[config.mk]
export PLATFORM = sky130hd
export DESIGN_NAME = msf_frame_decoder
export DESIGN_NICKNAME = d
export VERILOG_FILES = /design/src/rtl/msf_pkg.sv /design/src/rtl/msf_slot_voter.sv /design/src/rtl/msf_frame_decoder.sv
export SDC_FILE = /design/constraint.sdc
export NUM_CORES = 1
export LEC_CHECK = 0
export CORE_UTILIZATION = 53
export DETAILED_ROUTE_END_ITERATION = 16
export PLACE_DENSITY = 0.74
export SYNTH_ARGS = -nofsm -noshare
export SYNTH_HDL_FRONTEND = slang
export SYNTH_SLANG_ARGS = --single-unit
[constraint.sdc]
create_clock -name clk_i -period 11.55 [get_ports clk_i]
set_input_delay 1.155 -clock clk_i [delete_from_list [all_inputs] [get_ports clk_i]]
set_output_delay 1.155 -clock clk_i [all_outputs]
set_load 0.03 [all_outputs]
[src/rtl/msf_pkg.sv]
// Shared types and slot map for the MSF frame decoder: lock state, voted-slot
// indices and the per-second result decode.
package msf_pkg;

    typedef enum logic {
        HUNT  = 1'b0,
        FRAME = 1'b1
    } state_e;

    localparam int SLOT_START      = 0;
    localparam int SLOT_A          = 1;
    localparam int SLOT_B          = 2;
    localparam int SLOT_M0         = 3;
    localparam int SLOT_M1         = 4;
    localparam int NUM_VOTED_SLOTS = 5;

    // Returns {second_00, A, B, error}; data is forced to 00 on a minute marker.
    function automatic logic [3:0] decode_second(input logic [NUM_VOTED_SLOTS-1:0] v);
        logic       s00;
        logic [1:0] data;
        logic       err;
        s00  = &v;
        data = s00 ? 2'b00 : {v[SLOT_A], v[SLOT_B]};
        err  = !v[SLOT_START] | (v[SLOT_M0] != v[SLOT_M1])
             | (v[SLOT_M0] & v[SLOT_M1] & !s00);
        return {s00, data, err};
    endfunction

endpackage

[src/rtl/msf_slot_voter.sv]
// Counts carrier-off samples across one slot; vote_o already includes the
// sample presented this cycle so the caller can latch it on the slot's last sample.
module msf_slot_voter #(
    parameter int SLOT_LEN    = 10,
    parameter int VOTE_THRESH = SLOT_LEN / 2 + 1
) (
    input  logic clk_i,
    input  logic rst_i,
    input  logic en_i,
    input  logic clr_i,
    input  logic data_i,
    output logic vote_o
);

    localparam int CW = $clog2(SLOT_LEN + 1);

    logic [CW-1:0] cnt_q;
    logic [CW-1:0] cnt_d;

    always_comb begin
        cnt_d  = (clr_i ? '0 : cnt_q) + {{(CW-1){1'b0}}, data_i};
        vote_o = (32'(cnt_d) >= VOTE_THRESH);
    end

    always_ff @(posedge clk_i or posedge rst_i) begin
        if (rst_i) begin
            cnt_q <= '0;
        end else if (en_i) begin
            cnt_q <= cnt_d;
        end
    end

endmodule

[src/rtl/msf_frame_decoder.sv]
// MSF second decoder: locks to the once-per-second carrier-off edge, votes
// slots 0-4 with a shared voter and reports A/B, minute marker and framing error.
module msf_frame_decoder
    import msf_pkg::*;
#(
    parameter int SAMPLES_PER_SEC = 100,
    parameter int SLOT_LEN        = SAMPLES_PER_SEC / 10,
    parameter int VOTE_THRESH     = SLOT_LEN / 2 + 1,
    parameter int TOL_SAMPLES     = 5
) (
    input  logic       clk_i,
    input  logic       rst_i,
    input  logic       sample_valid_i,
    input  logic       sample_data_i,
    output logic       bits_valid_o,
    output logic       bits_is_second_00_o,
    output logic [1:0] bits_data_o,
    output logic       bits_error_o,
    output logic       sync_o
);

    localparam int IW = $clog2(SAMPLES_PER_SEC + TOL_SAMPLES + 1);
    localparam int PW = $clog2(SLOT_LEN);
    localparam logic [IW-1:0] WIN_LO   = IW'(SAMPLES_PER_SEC - TOL_SAMPLES);
    localparam logic [IW-1:0] WIN_HI   = IW'(SAMPLES_PER_SEC + TOL_SAMPLES);
    localparam logic [PW-1:0] POS_LAST = PW'(SLOT_LEN - 1);

    state_e                       state_q;
    logic                         prev_q;
    logic [IW-1:0]                idx_q;
    logic [PW-1:0]                pos_q;
    logic [3:0]                   slot_q;
    logic [NUM_VOTED_SLOTS-1:0]   votes_q;
    logic                         bits_valid_q;
    logic                         s00_q;
    logic [1:0]                   data_q;
    logic                         err_q;

    logic                         is_edge, restart, timeout, advance, fire;
    logic                         slot_clr, slot_last, slot_vote;
    logic [IW-1:0]                idx_d;
    logic [PW-1:0]                pos_d;
    logic [3:0]                   slot_d;
    logic [NUM_VOTED_SLOTS-1:0]   votes_d;
    logic [3:0]                   result;

    // idx_d/pos_d/slot_d describe the incoming sample's position in the second.
    always_comb begin
        is_edge = sample_data_i & ~prev_q;
        idx_d   = idx_q + 1'b1;
        restart = is_edge & ((state_q == HUNT) | ((idx_d >= WIN_LO) & (idx_d <= WIN_HI)));
        timeout = (state_q == FRAME) & ~restart & (idx_d == WIN_HI);
        advance = (state_q == FRAME) & ~restart & ~timeout;

        if (restart) begin
            pos_d  = '0;
            slot_d = '0;
        end else if (pos_q == POS_LAST) begin
            pos_d  = '0;
            slot_d = slot_q + 4'd1;
        end else begin
            pos_d  = pos_q + 1'b1;
            slot_d = slot_q;
        end

        slot_clr  = (pos_d == '0);
        slot_last = (pos_d == POS_LAST);

        votes_d = restart ? '0 : votes_q;
        if (slot_last && (slot_d < 4'(NUM_VOTED_SLOTS))) begin
            votes_d[slot_d[2:0]] = slot_vote;
        end
        fire   = sample_valid_i & (restart | advance) & slot_last
               & (slot_d == 4'(SLOT_M1));
        result = decode_second(votes_d);
    end

    msf_slot_voter #(
        .SLOT_LEN    (SLOT_LEN),
        .VOTE_THRESH (VOTE_THRESH)
    ) u_voter (
        .clk_i  (clk_i),
        .rst_i  (rst_i),
        .en_i   (sample_valid_i & (restart | advance)),
        .clr_i  (slot_clr),
        .data_i (sample_data_i),
        .vote_o (slot_vote)
    );

    always_ff @(posedge clk_i or posedge rst_i) begin
        if (rst_i) begin
            state_q      <= HUNT;
            prev_q       <= 1'b1;
            idx_q        <= '0;
            pos_q        <= '0;
            slot_q       <= '0;
            votes_q      <= '0;
            bits_valid_q <= 1'b0;
            s00_q        <= 1'b0;
            data_q       <= 2'b00;
            err_q        <= 1'b0;
        end else begin
            bits_valid_q <= 1'b0;
            if (sample_valid_i) begin
                prev_q <= sample_data_i;
                if (restart) begin
                    state_q <= FRAME;
                    idx_q   <= '0;
                end else if (timeout) begin
                    state_q <= HUNT;
                end else if (advance) begin
                    idx_q <= idx_d;
                end
                if (restart || advance) begin
                    pos_q   <= pos_d;
                    slot_q  <= slot_d;
                    votes_q <= votes_d;
                end
                if (fire) begin
                    bits_valid_q <= 1'b1;
                    s00_q        <= result[3];
                    data_q       <= result[2:1];
                    err_q        <= result[0];
                end
            end
        end
    end

    assign bits_valid_o        = bits_valid_q;
    assign bits_is_second_00_o = s00_q;
    assign bits_data_o         = data_q;
    assign bits_error_o        = err_q;
    assign sync_o              = (state_q == FRAME);

endmodule

== Word level (Yosys, flattened, before mapping) ==
Cells that the tools add are included.

* Flip-flop bits (word level): 31
* Input bits: 4
* Output and inout port bits: 6
* Logic and storage cells: 77

* Add/sub/neg operators: 4
* Order comparisons: 6
* Eq/ne operators: 6
* Mux-type cells: 18
* Bitwise gates (word level): 19
* Reduce and logical (&&, ||, !) cells: 13

{| class="wikitable"
|+ Operators by type and width
! operator !! count
|-
| 2-to-1 mux 7 bit || 3
|-
| 2-to-1 mux 4 bit || 5
|-
| AND 1 bit || 11
|-
| 2-to-1 mux 5 bit || 2
|-
| adder 4 x 1 -> 4 bit, second input constant || 2
|-
| == test 4 bit, second input constant || 2
|-
| adder 7 x 1 -> 7 bit, second input constant || 1
|-
| == test 7 bit, second input constant || 1
|-
| >= comparator 7 bit, second input constant || 1
|-
| less-or-equal comparator 7 bit, second input constant || 1
|-
| AND reduction 2 bit || 3
|-
| bitwise mux 5 bit || 1
|-
| 2-to-1 mux 1 bit || 5
|-
| AND reduction 5 bit || 1
|-
| adder 4 x 1 -> 4 bit || 1
|-
| == test 4 x 3 -> 1 bit, second input constant || 1
|-
| >= comparator 4 x 3 -> 1 bit, second input constant || 1
|-
| logical NOT 4 bit || 1
|-
| < comparator 3 x 4 -> 1 bit, second input constant || 1
|-
| < comparator 4 x 3 -> 1 bit, second input constant || 1
|-
| NOT 1 bit || 4
|-
| bitwise OR 1 bit || 4
|-
| nonzero test 2 bit || 2
|-
| demux 1 bit (select 3 bit) || 1
|-
| 8 further kinds || 10
|}

== Longest topological paths before layout ==
Gate-level depths: netlist of run 1.

* Word-level depth: 16
* Mapped depth: 21
* Mapped depth without buffers: 20

== Cells and area by module ==
Synthesis of run 1 repeated with hierarchy kept, for this count alone.

* Cell total of the unflattened synthesis: 233
* Area total of the unflattened synthesis: 2255.9 um^2

{| class="wikitable"
|+ Modules (own cells, without submodules)
! module !! instances !! cells an instance !! area each (um^2) !! sequential area each (um^2)
|-
| msf_frame_decoder || 1 || 210 || 1998.2 || 676.9
|-
| msf_slot_voter || 1 || 23 || 257.7 || 100.1
|}

== Worst setup path before layout of run 1 ==
Ideal clock, no wire load.

* Path type: register to register
* Start: register idx_q[0]
* End: register err_q (netlist: bits_error_o)
* Setup time: 0.119 ns
* Arrival: 4.392 ns
* Required time: 11.431 ns
* Setup slack: 7.039 ns
* Cell stages (with the launch flop): 22
* Buffers on the path: 2
* Period minus slack after synthesis: 4.511 ns
* Path through: dfrtp_1 ha_1 buf_2 nand4_1 or3_1 a22o_1 a311o_1 and3_1 buf_6 and2_1 ha_1 ha_1 nand2b_1 a21oi_1 o22ai_1 o22ai_1 mux2i_1 nor2_1 ha_1 nor3_1 nand4_1 and2_1

* Longest elaborated chain between the ends: 16
* Elaborated cells between the ends (all ways): 43
* Classes of those cells: add/sub: 2; order compare: 6; eq/ne: 4; mux: 8; bitwise: 16; reduce/logical: 7

{| class="wikitable"
|+ RTL lines
! what !! line !! text
|-
| start: declaration || msf_frame_decoder.sv:30 || <nowiki>logic [IW-1:0] idx_q;</nowiki>
|-
| start signal: assignment || msf_frame_decoder.sv:112 || <nowiki>idx_q <= idx_d;</nowiki>
|-
| adder 7 x 1 -> 7 bit * || msf_frame_decoder.sv:50 || <nowiki>idx_d = idx_q + 1'b1;</nowiki>
|-
| >= comparator 7 bit / less-or-equal comparator 7 bit (equally long branches) || msf_frame_decoder.sv:51 || <nowiki>restart = is_edge & ((state_q == HUNT) | ((idx_d >= WIN_LO) & (idx_d <= WIN_HI)));</nowiki>
|-
| AND 1 bit * || msf_frame_decoder.sv:51 ||
|-
| bitwise OR 1 bit * || msf_frame_decoder.sv:51 ||
|-
| AND 1 bit * || msf_frame_decoder.sv:51 ||
|-
| 2-to-1 mux 4 bit || msf_frame_decoder.sv:55 || <nowiki>if (restart) begin</nowiki>
|-
| logical NOT 4 bit, or another cell as far along || msf_frame_decoder.sv:66 || <nowiki>slot_clr = (pos_d == '0);</nowiki>
|-
| 2-to-1 mux 4 bit / logical AND 1 bit (equally long branches) || msf_slot_voter.sv:21, msf_frame_decoder.sv:71 ||
|-
| adder 4 x 1 -> 4 bit / 2-to-1 mux 1 bit (equally long branches) || msf_slot_voter.sv:21, msf_frame_decoder.sv:71 ||
|-
| >= comparator 4 x 3 -> 1 bit / demux 1 bit (select 3 bit) (equally long branches) || msf_slot_voter.sv:22, msf_frame_decoder.sv:71 ||
|-
| bitwise mux 5 bit || msf_frame_decoder.sv:71 || <nowiki>votes_d[slot_d[2:0]] = slot_vote;</nowiki>
|-
| 2-to-1 mux 5 bit * || msf_frame_decoder.sv:70 || <nowiki>if (slot_last && (slot_d < 4'(NUM_VOTED_SLOTS))) begin</nowiki>
|-
| via votes_d[3] || msf_frame_decoder.sv:44 || <nowiki>logic [NUM_VOTED_SLOTS-1:0] votes_d;</nowiki>
|-
| AND reduction 5 bit || msf_pkg.sv:22 || <nowiki>s00 = &v;</nowiki>
|-
| logical NOT 1 bit || msf_pkg.sv:25 || <nowiki>| (v[SLOT_M0] & v[SLOT_M1] & !s00);</nowiki>
|-
| AND 1 bit || msf_pkg.sv:25 ||
|-
| bitwise OR 1 bit * || msf_pkg.sv:25 ||
|-
| end signal: assignment || msf_frame_decoder.sv:123 || <nowiki>err_q <= result[0];</nowiki>
|-
| end: declaration || msf_frame_decoder.sv:37 || <nowiki>logic err_q;</nowiki>
|}

The timed path passes the listed nets; every way through them passes the cells marked *.
A chain may end at the register's enable or synchronous reset.

== Worst setup path after layout of run 1 ==
Same ends and word-level chain as after synthesis.

==> results.py, run 1 <==
metrics = {
    "clocking": {
        "cts_buffer_depth": 2,
        "post_cts_buffers": 0,
        "ctsResizeCount": 0,
        "cts_tree": "built",
        "htreeDepth": 2,
        "cts_hold_buf": 0,
        "clk_pin_slew_ns": 0.07,
        "cts_sinks": 31,
        "insertion_delay_ns": 0.29,
        "cts_buffers": 5,
        "cts-root-buf": "clkbuf_8",
    },
    "grt": {
        "grt_pass1_wl_mm": 7.86,
        "top_usage_layer": "met2",
        "grt_usage": 0.250,
        "grt_pass1_vias": 1687,
        "antenna_found_initial": 0,
        "overflow": 0,
        "grt_use_met2": 0.376,
        "grt_max_degree": 32,
        "grt_use_met1": 0.334,
        "grt_use_met3": 0.0528,
    },
    "die": {
        "ios": 10,
        "start_util": 0.560,
        "die_area_mm2": 0.00418,
        "core.rowCount": 22,
        "die_h_um": 64.7,
        "fp.coreArea_mm2": 0.00372,
        "die_w_um": 64.7,
    },
    "critical_path": {
        "arrival_ns": 5.35,
        "r2r_cells": 19,
        "max_stage_delay_ns": 0.49,
        "regToRegStartpoint": "idx_q[0]",
        "path_cells": "ha_1 > nand4_1 > or3_1 > a22o_1 > a311o_1 > and3_1 > and2_1 > ha_1 > ha_1 > nand2b_1 > a21oi_1 > o22ai_1 > o22ai_1 > mux2i_1 > nor2_1 > ha_1 > nor3_1 > a2bb2oi_1 > and2_1",
        "rrSetupSlack_ns": 6.37,
        "path_buf_inv": 0,
        "cp.required_ns": 11.72,
        "cp-end-kind": "flop",
        "slowest_stage": "dfrtp_1",
        "critPathTopFamily": "simple AND/OR/NAND/NOR gates",
        "path_common_cell": "ha_1",
        "startpoint_type": "flop",
        "crit_type": "reg -> reg",
        "cp_max_fo": 10,
        "r2r-end": "bits_error_o",
    },
    "drt": {
        "first_iter_violations": 187,
        "routed_wl_mm": 4.53,
        "drt-pass1-iter-count": 4,
        "ant_nets": 0,
        "drc_errors": 0,
        "vias_per_cell": 6.15,
        "vias": 1828,
        "drt-wirelength-per-cell_um": 15.3,
    },
    "cells_and_area": {
        "nets": 261,
        "multi_input_comb_area_mm2": 0.00119,
        "post-route-util": 0.604,
        "regArea_um2": 777,
        "fillers": 331,
        "drive_above_1_share": 0.0723,
        "insertedDiodeCount": 0,
        "syn2layout_area_growth_pct": 7.94,
    },
    "logic_synthesis": {
        "synth.most_common_cell": "nand2_1",
        "synth.distinct_cells": 54,
        "ys_ff_latch": 31,
        "synth_top_area_share": 0.361,
        "ys.flop_type": "dfrtp_1",
        "async_flop_share": 1.00,
        "synth-edff-count": 0,
        "synth_area_leaders": "dfrtp_1 36%, nand2_1 6.1%, ha_1 5.4%",
        "synth.avg_cell_area_um2": 8.56,
        "synth_cells": 243,
        "netlist_area_mm2": 0.00208,
        "yosysWarningCount": 0,
        "synth_commonest_cells": "34 x nand2_1, 30 x dfrtp_1, 20 x o21ai_0, 13 x nand3_1",
        "yosysSeqAreaShare": 0.373,
        "synth_nets": 256,
        "yosysTopAreaCell": "dfrtp_1",
    },
    "place": {
        "dp_hpwl_mm": 3.13,
        "gp_congestion": 0.832,
        "dp_slack_ns": 6.13,
        "port_buffers": 9,
    },
    "pwr": {
        "vdd_drop_max_mv": 0.0773,
        "powerDensity_mw_per_mm2": 181,
        "leakagePower_nw": 1.02,
    },
    "hold_path": {
        "min_to": "u_voter.cnt_q[0]",
        "hp-start": "u_voter.cnt_q[0]",
        "hold_path_class": "reg -> reg",
        "worstHoldPathCells": 2,
    },
    "timing": {
        "worst_slack_ns": 6.37,
        "tightest_slew_ns": 0.712,
        "slew_viol_final": 0,
        "fmax_ghz": 0.193,
        "period_share": 0.448,
        "hold_slack_ns": 0.475,
        "fin_crit_ns": 5.18,
        "fin_skew_ns": 0.00817,
        "rsz0062_at_grt": "false",
        "hold_viol_final": 0,
        "finalSetupViolations": 0,
        "fin_setup_tns_ns": 0,
        "relSlewSlack": 0.525,
    },
    "outcome": {
        "status": "finished, final reports clean",
    },
    "job": {
        "maxCapViolCount": 0,
    },
}
[worst min-delay path: cells and delay by family, from the launching register on]
family           cells  cell delay, ns
DFF                  1            0.34
and+or+nand+nor      2            0.10
[layer usage]
metal,vias to the layer above,routed length (um)
li1,904,-
met1,872,2250
met2,39,2020
met3,13,166
met4,0,100
met5,-,0
[sequential cells by signal, indices dropped and copies added (netlist names)]
signal and count:
u_voter.cnt_q 4, bits_error_o 1, sync_o 1, idx_q 7, bits_is_second_00_o 1, slot_q 4, bits_valid_o 1, votes_q 5
pos_q 4, prev_q 1, bits_data_o 2
[final cells by class]
cell class / count / area share
well taps: 48 / 0.0267
repair buffers: 10 / 0.0435
multi-input cells: 189 / 0.529
clock inverters: 1 / 0.00223
inverters: 11 / 0.0184
clock buffers: 7 / 0.0340
flip-flops and latches: 31 / 0.346
[placed cells by master, fill, tap and decap left out, drive strengths merged, types with 7 or more instances in the layout]
| cell | netlist | final |
|---|---|---|
| and2 | 8 | 8 |
| ha | 9 | 9 |
| dfrtp | 30 | 30 |
| nand2 | 35 | 35 |
| clkbuf | 3 | 7 |
| inv | 11 | 11 |
| o21ai | 23 | 23 |
| clkdlybuf4s50 | 0 | 9 |
| nor2 | 11 | 11 |
| nor3 | 9 | 9 |
| nand3 | 13 | 13 |
| a21oi | 9 | 9 |
[how the worst max path moves through the flow]
stage                  startpoint      endpoint  slack, ns  depth (start not counted)
floorplan                idx_q[0]  bits_error_o       7.04                         21
global placement    sample_data_i  bits_error_o       6.33                         19
detailed placement  sample_data_i  bits_error_o       6.13                         19
CTS                 sample_data_i  bits_error_o       6.41                         19
global route             idx_q[0]  bits_error_o       6.00                         19
finish                   idx_q[0]  bits_error_o       6.37                         19
[cells by family after synthesis]
| group | share of synthesized area |
|---|---|
| simple gates | 0.247 |
| mux | 0.0307 |
| fa+ha+maj | 0.0541 |
| compound gates | 0.227 |
| xor+xnor | 0.0126 |
| buf+inv | 0.0553 |
| flops | 0.373 |
[power breakdown]
part           switching [mW]  leakage (nW)  internal [mW]
Clock                  0.0391        0.0422         0.0422
Sequential             0.0329         0.412          0.130
Combinational          0.0944         0.566         0.0679
[metrics by stage]
step,instances,total power [mW],area (um2)
4_1_cts,297,0.407,2250
3_3_place_gp,289,0.320,2160
6_report,297,0.407,2250
5_1_grt,297,0.440,2250
3_5_place_dp,289,0.324,2160
2_1_floorplan,243,0.295,2080
No activity file was read; power rests on OpenSTA's default activity.
==> run 2, diff against run 1 <==
==> constraint.sdc (replaced) <==
create_clock -name clk_i -period 5.4 [get_ports clk_i]
set_input_delay 0.54 -clock clk_i [delete_from_list [all_inputs] [get_ports clk_i]]
set_output_delay 0.54 -clock clk_i [all_outputs]
set_load 0.03 [all_outputs]
==> results.py, run 2 (synthesis results as in run 1) <==
metrics = {
    "outcome": {
        "status": "finished, final reports clean",
    },
    "drt": {
        "first_iter_violations": 210,
        "ant_nets": 0,
        "routed-wl-met2_mm": 2.01,
        "routed.top_layer": "met4",
        "vias": 1796,
        "m1WireLength_mm": 2.17,
        "drc_errors": 0,
        "wl_met3_um": 246,
        "routed_wl_mm": 4.49,
        "drt-wirelength-per-cell_um": 15.1,
        "vias_per_cell": 6.05,
        "drt-pass1-iter-count": 4,
    },
    "critical_path": {
        "slowest_stage": "dfrtp_1",
        "path_buf_inv": 0,
        "cp-end-kind": "flop",
        "rrSetupSlack_ns": 0.49,
        "path_common_cell": "ha_1",
        "arrival_ns": 5.09,
        "critPathTopFamily": "simple AND/OR/NAND/NOR gates",
        "max_stage_delay_ns": 0.46,
        "r2r_cells": 19,
        "crit_type": "reg -> reg",
        "path_cells": "ha_1 > nand4_1 > or3_1 > a22o_1 > a311o_1 > and3_1 > and2_1 > ha_1 > ha_1 > nand2b_1 > a21oi_1 > o22ai_1 > o22ai_2 > mux2i_1 > nor2_1 > ha_1 > nor3_1 > nand4_1 > and2_1",
        "cp.required_ns": 5.59,
        "regToRegStartpoint": "idx_q[0]",
        "startpoint": "idx_q[0]",
        "startpoint_type": "flop",
        "r2r-end": "bits_error_o",
        "cp_max_fo": 10,
    },
    "cells_and_area": {
        "syn2layout_area_growth_pct": 8.36,
        "reg_top3": "idx_q: 7 flops, votes_q: 5 flops",
        "layout_common_cells": "34 x nand2_1, 30 x dfrtp_1, 20 x o21ai_0",
        "largest_reg_flops": 7,
        "mostFrequentLayoutCell": "nand2_1",
        "top_register": "idx_q",
        "drive_above_1_share": 0.0843,
        "nets": 261,
        "insertedDiodeCount": 0,
    },
    "timing": {
        "relSlewSlack": 0.535,
        "period_share": 0.909,
        "finalSetupViolations": 0,
        "hold_viol_final": 0,
        "fmax_ghz": 0.204,
        "tightest_slew_ns": 0.697,
        "rsz0062_at_grt": "false",
        "fin_setup_tns_ns": 0,
        "fin_skew_ns": 0.00758,
        "fin_crit_ns": 4.91,
        "slew_viol_final": 0,
    },
    "pwr": {
        "power.total_mw": 0.879,
        "leakagePower_nw": 1.03,
        "vdd_drop_max_mv": 0.167,
        "powerDensity_mw_per_mm2": 390,
    },
    "clocking": {
        "insertion_delay_ns": 0.29,
        "htreeDepth": 2,
        "cts_hold_buf": 0,
        "post_cts_buffers": 0,
        "cts_buffer_depth": 2,
        "cts_tree": "built",
        "cts-root-buf": "clkbuf_8",
        "cts_sinks": 31,
        "clk_pin_slew_ns": 0.07,
        "cts_buffers": 5,
    },
    "hold_path": {
        "hold_path_class": "reg -> reg",
        "worstHoldPathCells": 1,
        "min_to": "bits_data_o[1]",
        "hp-start": "bits_data_o[1]",
    },
    "die": {
        "fp.coreArea_mm2": 0.00372,
        "die_area_mm2": 0.00418,
        "die_h_um": 64.7,
        "die_w_um": 64.7,
        "core.rowCount": 22,
        "ios": 10,
        "start_util": 0.560,
    },
    "grt": {
        "grt_pass1_vias": 1625,
        "grt_max_degree": 32,
        "grt_usage": 0.235,
        "grt_pass1_wl_mm": 7.40,
        "overflow": 0,
        "antenna_found_initial": 0,
    },
    "place": {
        "gp_congestion": 0.951,
        "dp_hpwl_mm": 3.11,
        "port_buffers": 9,
    },
    "job": {
        "maxCapViolCount": 0,
    },
}
==> run 2: cell count changes in the layout (fill, tap and decap cells not counted) <==
| cell | before | now |
|---|---|---|
| clkbuf_1 | 2 | 0 |
| clkinv_2 | 1 | 3 |
| o22ai_1 | 2 | 1 |
| o22ai_2 | 0 | 1 |
==> run 2: stage by stage <==
| stage | setup WS, ns | cells | util | area, um2 | hold slack [ns] |
|---|---|---|---|---|---|
| after CTS | 0.419 | 297 | 0.605 | 2250 | 0.481 |
| after detailed placement | 0.455 | 289 | 0.582 | 2160 | 0.466 |
| after global routing | 0.0660 | 297 | 0.607 | 2250 | 0.496 |
| final | 0.493 | 297 | 0.607 | 2250 | 0.479 |
| after floorplan | 0.889 | 243 | - | 2080 | 0.437 |
| after global placement | 0.603 | 289 | 0.582 | 2160 | 0.462 |
==> run 2: worst max path at each step <==
stage	endpoint	slack [ns]	cells past startpoint
6_report	bits_error_o	0.49	19
5_1_grt	bits_error_o	0.07	19
4_1_cts	bits_error_o	0.42	19
3_5_place_dp	bits_error_o	0.45	19
3_3_place_gp	bits_error_o	0.60	19
2_1_floorplan	bits_error_o	0.89	21
==> run 2: area by class of cell <==
type / instances / area, um2
multi-input combinational: 189 / 1190
clock buffer: 5 / 68.8
clock inverter: 3 / 15.0
tap: 48 / 60.1
inverter: 11 / 41.3
sequential: 31 / 777
fill: 340 / 1460
timing repair buffer: 10 / 97.6
==> run 2: layer usage <==
layer,vias to the layer above,global-route usage
met5,-,0
met4,0,0.0889
met3,8,0.0616
met2,42,0.362
met1,846,0.316
li1,900,-
==> run 2: what timing repair did <==
action                     in CTS  in global routing
setup endpoints to repair       0                  1
hold endpoints to repair        0                  0
gates resized for setup         0                  1
==> run 2: where the power goes <==
part	switching [mW]	internal, mW	total, mW
combinational	0.206	0.147	0.353
sequential	0.0691	0.278	0.347
clock	0.0912	0.0880	0.179
total	0.366	0.513	0.879
